==> src/rtl/dsp_mac_feeder_if.sv <==
// ---------------------------------------------------------------------------
// dsp_mac_feeder_if
//
// Purpose: bundles the two handshakes of dsp_mac_feeder: the operand-pair
// stream (s_*) and the accumulation-result stream (res_*).
//
// Handshake rule for both streams: a transfer happens on a rising CLK edge
// where valid and ready are both high. A producer that raises valid keeps
// it high, with its payload stable, until that transfer. ready may change
// freely and never depends combinationally on valid.
//
// Signals:
//   s_valid   operand pair valid               (master -> slave)
//   s_ready   operand pair accepted            (slave  -> master)
//   s_a       signed 18-bit multiplicand       (master -> slave)
//   s_b       signed 18-bit multiplier         (master -> slave)
//   res_valid result available                 (slave  -> master)
//   res_ready result consumed                  (master -> slave)
//   res_data  48-bit accumulation result       (slave  -> master)
//
// Modports:
//   master  the side that supplies operands and consumes results
//   slave   the feeder itself
// ---------------------------------------------------------------------------
interface dsp_mac_feeder_if;
    logic        s_valid;
    logic        s_ready;
    logic [17:0] s_a;
    logic [17:0] s_b;
    logic        res_valid;
    logic        res_ready;
    logic [47:0] res_data;

    modport master (
        output s_valid, s_a, s_b, res_ready,
        input  s_ready, res_valid, res_data
    );

    modport slave (
        input  s_valid, s_a, s_b, res_ready,
        output s_ready, res_valid, res_data
    );
endinterface

==> src/rtl/dsp_mac_feeder.sv <==
// ---------------------------------------------------------------------------
// dsp_mac_feeder
//
// Purpose: operand sequencer in front of a DSP48A1 slice. It accepts a
// programmed number of signed 18-bit A/B pairs and drives the slice's A, B
// and OPMODE inputs so that the slice accumulates the products. Once the
// last product has worked its way through the slice pipeline, it captures
// the slice's P output and offers it on the result handshake.
//
// Parameters:
//   CNT_W    width of the term counter (max terms per job = 2^CNT_W - 1)
//   P_LAT    cycles from an A/B register update to the matching valid P
//   OPM_DLY  extra cycles OPMODE lags A/B for the same slot (>= 1)
//
// Ports:
//   CLK         clock, rising edge
//   RST         synchronous active-high reset
//   start       job request, only looked at in IDLE
//   len         number of terms, sampled together with start
//   io          slave side of the operand and result handshakes
//   dsp_A       slice A input (registered)
//   dsp_B       slice B input (registered)
//   dsp_OPMODE  slice OPMODE input (delayed by OPM_DLY stages)
//   dsp_P       slice P output
//   busy        high whenever the FSM is not in IDLE
//   dbg_state   current FSM state encoding (IDLE=0, ISSUE=1, DRAIN=2, HOLD=3)
// ---------------------------------------------------------------------------
module dsp_mac_feeder #(
    parameter int CNT_W   = 8,
    parameter int P_LAT   = 4,
    parameter int OPM_DLY = 1
) (
    input  logic              CLK,
    input  logic              RST,
    input  logic              start,
    input  logic [CNT_W-1:0]  len,
    dsp_mac_feeder_if.slave   io,
    output logic [17:0]       dsp_A,
    output logic [17:0]       dsp_B,
    output logic [7:0]        dsp_OPMODE,
    input  logic [47:0]       dsp_P,
    output logic              busy,
    output logic [1:0]        dbg_state
);

    // X=M, Z=0: starts a fresh sum with the current product.
    localparam logic [7:0] OPM_FIRST = 8'h01;
    // X=M, Z=P: adds the current product to the running sum.
    localparam logic [7:0] OPM_ACC   = 8'h09;

    localparam int DRN_W = $clog2(P_LAT + 1);

    typedef enum logic [1:0] {
        ST_IDLE  = 2'd0,
        ST_ISSUE = 2'd1,
        ST_DRAIN = 2'd2,
        ST_HOLD  = 2'd3
    } state_e;

    state_e             state_q,     state_d;
    logic [CNT_W-1:0]   rem_q,       rem_d;
    logic [DRN_W-1:0]   drain_q,     drain_d;
    logic               first_q,     first_d;
    logic [17:0]        dsp_a_q,     dsp_a_d;
    logic [17:0]        dsp_b_q,     dsp_b_d;
    logic [7:0]         slot_opm_q,  slot_opm_d;
    logic [7:0]         opm_pipe_q [OPM_DLY];
    logic [7:0]         opm_pipe_d [OPM_DLY];
    logic               res_valid_q, res_valid_d;
    logic [47:0]        res_data_q,  res_data_d;

    logic               s_ready;
    logic               accept;

    // s_ready comes straight from the state register, so it never depends
    // on s_valid in the same cycle.
    assign s_ready = (state_q == ST_ISSUE);
    assign accept  = s_ready && io.s_valid;

    // -----------------------------------------------------------------------
    // Next-state and slot generation
    // -----------------------------------------------------------------------
    always_comb begin
        state_d     = state_q;
        rem_d       = rem_q;
        drain_d     = drain_q;
        first_d     = first_q;
        dsp_a_d     = '0;
        dsp_b_d     = '0;
        slot_opm_d  = OPM_ACC;
        res_valid_d = res_valid_q;
        res_data_d  = res_data_q;

        unique case (state_q)
            ST_IDLE: begin
                // A zero-length job has nothing to accumulate: ignore it.
                if (start && (len != '0)) begin
                    rem_d   = len;
                    first_d = 1'b1;
                    state_d = ST_ISSUE;
                end
            end

            ST_ISSUE: begin
                // A bubble still issues a slot with a zero product. While no
                // term has been taken it uses FIRST, so the accumulator is
                // cleared rather than carrying a previous job's P.
                slot_opm_d = first_q ? OPM_FIRST : OPM_ACC;
                if (accept) begin
                    dsp_a_d = io.s_a;
                    dsp_b_d = io.s_b;
                    first_d = 1'b0;
                    rem_d   = rem_q - CNT_W'(1);
                    if (rem_q == CNT_W'(1)) begin
                        drain_d = DRN_W'(P_LAT);
                        state_d = ST_DRAIN;
                    end
                end
            end

            ST_DRAIN: begin
                // Counts P_LAT edges after the last accept; at the final one
                // dsp_P holds the complete sum.
                drain_d = drain_q - DRN_W'(1);
                if (drain_q == DRN_W'(1)) begin
                    res_data_d  = dsp_P;
                    res_valid_d = 1'b1;
                    state_d     = ST_HOLD;
                end
            end

            ST_HOLD: begin
                if (io.res_ready) begin
                    res_valid_d = 1'b0;
                    state_d     = ST_IDLE;
                end
            end

            default: begin
                state_d = ST_IDLE;
            end
        endcase
    end

    // OPMODE follows its slot by OPM_DLY stages so it meets the product at
    // the slice's OPMODE register in the same cycle the M register does.
    always_comb begin
        opm_pipe_d[0] = slot_opm_q;
        for (int i = 1; i < OPM_DLY; i++) begin
            opm_pipe_d[i] = opm_pipe_q[i-1];
        end
    end

    // -----------------------------------------------------------------------
    // Registers
    // -----------------------------------------------------------------------
    always_ff @(posedge CLK) begin
        if (RST) begin
            state_q     <= ST_IDLE;
            rem_q       <= '0;
            drain_q     <= '0;
            first_q     <= 1'b0;
            dsp_a_q     <= '0;
            dsp_b_q     <= '0;
            slot_opm_q  <= '0;
            res_valid_q <= 1'b0;
            res_data_q  <= '0;
            for (int i = 0; i < OPM_DLY; i++) begin
                opm_pipe_q[i] <= '0;
            end
        end else begin
            state_q     <= state_d;
            rem_q       <= rem_d;
            drain_q     <= drain_d;
            first_q     <= first_d;
            dsp_a_q     <= dsp_a_d;
            dsp_b_q     <= dsp_b_d;
            slot_opm_q  <= slot_opm_d;
            res_valid_q <= res_valid_d;
            res_data_q  <= res_data_d;
            opm_pipe_q  <= opm_pipe_d;
        end
    end

    // -----------------------------------------------------------------------
    // Outputs
    // -----------------------------------------------------------------------
    assign io.s_ready    = s_ready;
    assign io.res_valid  = res_valid_q;
    assign io.res_data   = res_data_q;
    assign dsp_A         = dsp_a_q;
    assign dsp_B         = dsp_b_q;
    assign dsp_OPMODE    = opm_pipe_q[OPM_DLY-1];
    assign busy          = (state_q != ST_IDLE);
    assign dbg_state     = state_q;

endmodule

==> src/flat_wrapper.sv <==
// flat-port wrapper written by rule: the top's interface ports become plain ports
module dsp_mac_feeder_flat 
#(
    parameter int CNT_W   = 8,
    parameter int P_LAT   = 4,
    parameter int OPM_DLY = 1
)
  (CLK, RST, start, len, dsp_A, dsp_B, dsp_OPMODE, dsp_P, busy, dbg_state, io_s_valid, io_s_a, io_s_b, io_res_ready, io_s_ready, io_res_valid, io_res_data);
  dsp_mac_feeder_if io_i ();
  input  logic CLK;
  input  logic RST;
  input  logic start;
  input  logic [CNT_W-1:0] len;
  output logic [17:0] dsp_A;
  output logic [17:0] dsp_B;
  output logic [7:0] dsp_OPMODE;
  input  logic [47:0] dsp_P;
  output logic busy;
  output logic [1:0] dbg_state;
  input wire logic [$bits(io_i.s_valid)-1:0] io_s_valid;
  input wire logic [$bits(io_i.s_a)-1:0] io_s_a;
  input wire logic [$bits(io_i.s_b)-1:0] io_s_b;
  input wire logic [$bits(io_i.res_ready)-1:0] io_res_ready;
  output wire logic [$bits(io_i.s_ready)-1:0] io_s_ready;
  output wire logic [$bits(io_i.res_valid)-1:0] io_res_valid;
  output wire logic [$bits(io_i.res_data)-1:0] io_res_data;
  assign io_i.s_valid = io_s_valid;
  assign io_i.s_a = io_s_a;
  assign io_i.s_b = io_s_b;
  assign io_i.res_ready = io_res_ready;
  assign io_s_ready = io_i.s_ready;
  assign io_res_valid = io_i.res_valid;
  assign io_res_data = io_i.res_data;
  dsp_mac_feeder #(.CNT_W(CNT_W), .P_LAT(P_LAT), .OPM_DLY(OPM_DLY)) u_core (.CLK(CLK), .RST(RST), .start(start), .len(len), .io(io_i), .dsp_A(dsp_A), .dsp_B(dsp_B), .dsp_OPMODE(dsp_OPMODE), .dsp_P(dsp_P), .busy(busy), .dbg_state(dbg_state));
endmodule
==> config.mk <==
export PLATFORM = sky130hd
export DESIGN_NAME = dsp_mac_feeder_flat
export DESIGN_NICKNAME = d
export VERILOG_FILES = /design/src/rtl/dsp_mac_feeder_if.sv /design/src/rtl/dsp_mac_feeder.sv /design/src/flat_wrapper.sv
export SDC_FILE = /design/constraint.sdc
export NUM_CORES = 1
export LEC_CHECK = 0
export ABC_AREA = 1
export BUFFER_PORTS_ARGS = -buffer_cell sky130_fd_sc_hd__buf_2
export CAP_MARGIN = 20
export CORE_ASPECT_RATIO = 0.8
export CORE_MARGIN = 1.5
export CORE_UTILIZATION = 40
export CTS_CLUSTER_DIAMETER = 30
export CTS_CLUSTER_SIZE = 28
export DETAILED_ROUTE_END_ITERATION = 8
export PLACE_DENSITY = 0.72
export SYNTH_ARGS = -nofsm -noshare
export SYNTH_HDL_FRONTEND = slang
export SYNTH_SLANG_ARGS = --single-unit
==> constraint.sdc <==
create_clock -name CLK -period 2.3 [get_ports CLK]
set_input_delay 0.23 -clock CLK [delete_from_list [all_inputs] [get_ports CLK]]
set_output_delay 0.23 -clock CLK [all_outputs]
set_load 0.01 [all_outputs]
==> impl_metrics.json <==
{
  "layout_common_cells": "buf_2 (187), nor2_1 (160), dfxtp_1 (103), o21ai_0 (61), inv_1 (57)",
  "synth_area_um2": 3860,
  "syn2layout_area_growth_pct": 32.1,
  "grt_max_degree": 58,
  "worst_ep_arrival_time_ns": 2.12,
  "ys_warn_count": 0,
  "grt_use_total_pct": 19.2,
  "hold_end": "u_core.dsp_B[8]",
  "n_antenna_cell": 0,
  "synthTopCellsByArea": "dfxtp_1 (53%), nor2_1 (16%), o21ai_0 (7.9%), inv_1 (5.5%), nand2_1 (4.7%)",
  "yosysSeqAreaShare_pct": 53.4,
  "postLayoutCoreUtil_pct": 55.2,
  "clkSinkCount": 103,
  "die_w_um": 113,
  "cp.depth": 7,
  "dr.pass1.iters": 4,
  "io-pin-count": 194,
  "cts_root_buffer": "clkbuf_16",
  "path_cells": "inv_1 -> ha_1 -> inv_2 -> nor2_4 -> inv_2 -> nor2_1 -> nor2_1",
  "final-setup-viol-count": 0,
  "multi_input_area_um2": 1420,
  "critical-path-slowest-cell": "inv_2",
  "reg2reg_from": "u_core.dbg_state[0]",
  "fin_nets": 788,
  "cts_max_path_buffers": 2,
  "outcome": "complete, no violations",
  "syn_avg_cell_area_um2": 7.65,
  "end_kind": "flop",
  "core_area_um2": 9230,
  "start_util_pct": 41.8,
  "yosysTopAreaCellShare_pct": 53.4,
  "post_drt_via_cell_ratio": 4.58,
  "place_congestion": 0.813,
  "crit_type": "reg -> reg",
  "maxCapViolations": 0,
  "hp-start": "io_s_b[8]",
  "drc_errors": 0,
  "p_sw_uw": 1810,
  "grt_pass1_wl_mm": 15.9,
  "combPwrFrac_pct": 30.8,
  "ir_drop_mv": 0.554,
  "worst_r2r_path_depth": 7,
  "fp.dieH_um": 90.9,
  "fin_setup_tns_ns": 0,
  "relSlewSlack_pct": 47.0,
  "worstMarginPinSlew_ns": 0.794,
  "drt_iter0_markers": 167,
  "timing.final.crit_share_pct": 80.4,
  "hold_slack_ns": 0.0950,
  "synth_area_leader_cell": "dfxtp_1",
  "final-seq-area_um2": 2060,
  "grt_overflow": 0,
  "pwr-share-seq_pct": 41.3,
  "rows": 31,
  "cts_hold_buffers": 0,
  "ctsResizeCount": 0,
  "cp-start-kind": "flop",
  "max_freq_mhz": 541,
  "layout_commonest_cell": "buf_2",
  "ant_nets": 0,
  "min_delay_path_depth": 3,
  "clock_latency_ns": 0.34,
  "cp.required_ns": 2.57,
  "grt_pass1_vias": 3606,
  "path_max_fanout": 48,
  "fp.dieArea_um2": 10300,
  "min_period_ns": 1.85,
  "cpLargestDelayFamily": "buffers and inverters",
  "wirelength_mm": 9.66,
  "io_buffers": 187,
  "hold_violations": 0,
  "critical_path_buf_inv_count": 3,
  "clk_pin_slew_ns": 0.07,
  "slowest_delay_ns": 0.57,
  "n_fill_cell": 876,
  "rsz0062_at_grt": "no",
  "post-cts-setup-buffers": 0,
  "p_clk_share_pct": 28.0,
  "cts.htree.levels": 3,
  "cts_tree": "yes",
  "vias": 3680,
  "hpwl_mm": 6.75,
  "route.detailed.wl_per_inst_um": 12.0,
  "regToRegSetupSlack_ns": 0.45,
  "cts_made_buffers": 9,
  "p_int_uw": 3410,
  "drive_above_1_share_pct": 31.3,
  "r2r_end": "u_core.io.res_data[20]",
  "sw_frac_of_total_pct": 34.6,
  "drv_slew": 0,
  "antenna_found_initial": 1,
  "syn_inst": 505,
  "hold_class": "in -> reg",
  "synth-seq-cells": 103,
  "leakagePower_uw": 0.00287,
  "clock_skew_ns": 0.00948,
  "power_density_nw_per_um2": 1020,
  "synth_cell_types": 27
}
-- state kept, by name, indices dropped and copies added, names as in the netlist --
| signal | flops |
|---|---|
| u_core.dbg_state | 2 |
| u_core.drain_q | 3 |
| u_core.dsp_A | 18 |
| u_core.dsp_B | 18 |
| u_core.dsp_OPMODE | 2 |
| u_core.first_q | 1 |
| u_core.io.res_data | 48 |
| u_core.io.res_valid | 1 |
| u_core.opm_pipe_d | 2 |
| u_core.rem_q | 8 |
-- logic make-up after synthesis --
family | synth area share (%)
simple gates | 23.5
other cells | 0.0971
fa+ha+maj | 2.59
buf+inv | 10.3
compound gates | 10.1
flops | 53.4
-- layout make-up --
cell class,instances,share of cell area [%]
repair buffers,190,18.8
clock buffers,14,5.37
inverters,61,4.49
multi-input cells,318,27.8
flip-flops and latches,103,40.4
well taps,115,2.82
clock inverters,2,0.270
-- power by group through the flow --
| stage | logic (uW) | registers (uW) | clock network, uW |
|---|---|---|---|
| 2_1_floorplan | 1060 | 2230 | 0 |
| 3_3_place_gp | 1530 | 2180 | 0 |
| 3_5_place_dp | 1580 | 2190 | 0 |
| 4_1_cts | 1590 | 2150 | 1500 |
| 5_1_grt | 1840 | 2180 | 1560 |
| 6_report | 1610 | 2150 | 1460 |
-- worst max-delay path by stage --
stage / to / slack, ns / from
2_1_floorplan: u_core.rem_q[5] / 0.77 / u_core.dbg_state[1]
3_3_place_gp: u_core.io.res_data[3] / 0.59 / u_core.dbg_state[0]
3_5_place_dp: u_core.dsp_A[4] / 0.47 / u_core.dbg_state[1]
6_report: u_core.io.res_data[20] / 0.45 / u_core.dbg_state[0]
4_1_cts: u_core.io.res_data[20] / 0.45 / u_core.dbg_state[0]
5_1_grt: u_core.io.res_data[35] / 0.23 / u_core.dbg_state[0]
-- cell usage after synthesis --
cell type and count:
o21ai_2 1, buf_4 7, nand2_4 1, clkbuf_1 10, buf_2 6, ha_1 8, nand4_1 2, o21ai_1 1
a31oi_1 1, nand2_2 1, nor2_2 1, inv_1 57, clkbuf_2 1, dfxtp_1 103, nand3b_1 1, inv_2 4
nor2_1 160, nand3_1 11, buf_6 4, a21oi_1 11, conb_1 1, or2_1 1, o21ai_0 61, nand3_2 1
nor2_4 1, a21oi_2 1, nand2_1 48
-- worst register-to-register path, cell delays in order (launching register included) --
cell and delay (ns):
dfxtp_1 0.42, inv_1 0.09, ha_1 0.29, inv_2 0.11, nor2_4 0.05, inv_2 0.57
nor2_1 0.11, nor2_1 0.14
-- through the flow --
| step | power [uW] | cells | setup WS (ns) | instance area, um2 |
|---|---|---|---|---|
| 2_1_floorplan | 3290 | 510 | 0.766 | 3880 |
| 3_3_place_gp | 3710 | 787 | 0.591 | 4810 |
| 3_5_place_dp | 3770 | 787 | 0.472 | 4810 |
| 4_1_cts | 5240 | 803 | 0.453 | 5100 |
| 5_1_grt | 5570 | 803 | 0.227 | 5100 |
| 6_report | 5220 | 803 | 0.451 | 5100 |
-- routing by layer --
metal	GRT usage (%)	up-vias	share of wire [%]
met5	0	-	0.10
met1	21.1	1634	42
met3	7.79	17	9.1
met4	7.70	2	2.0
met2	33.0	146	47
li1	-	1881	-
Note: power is estimated with default switching activity, not from simulation.
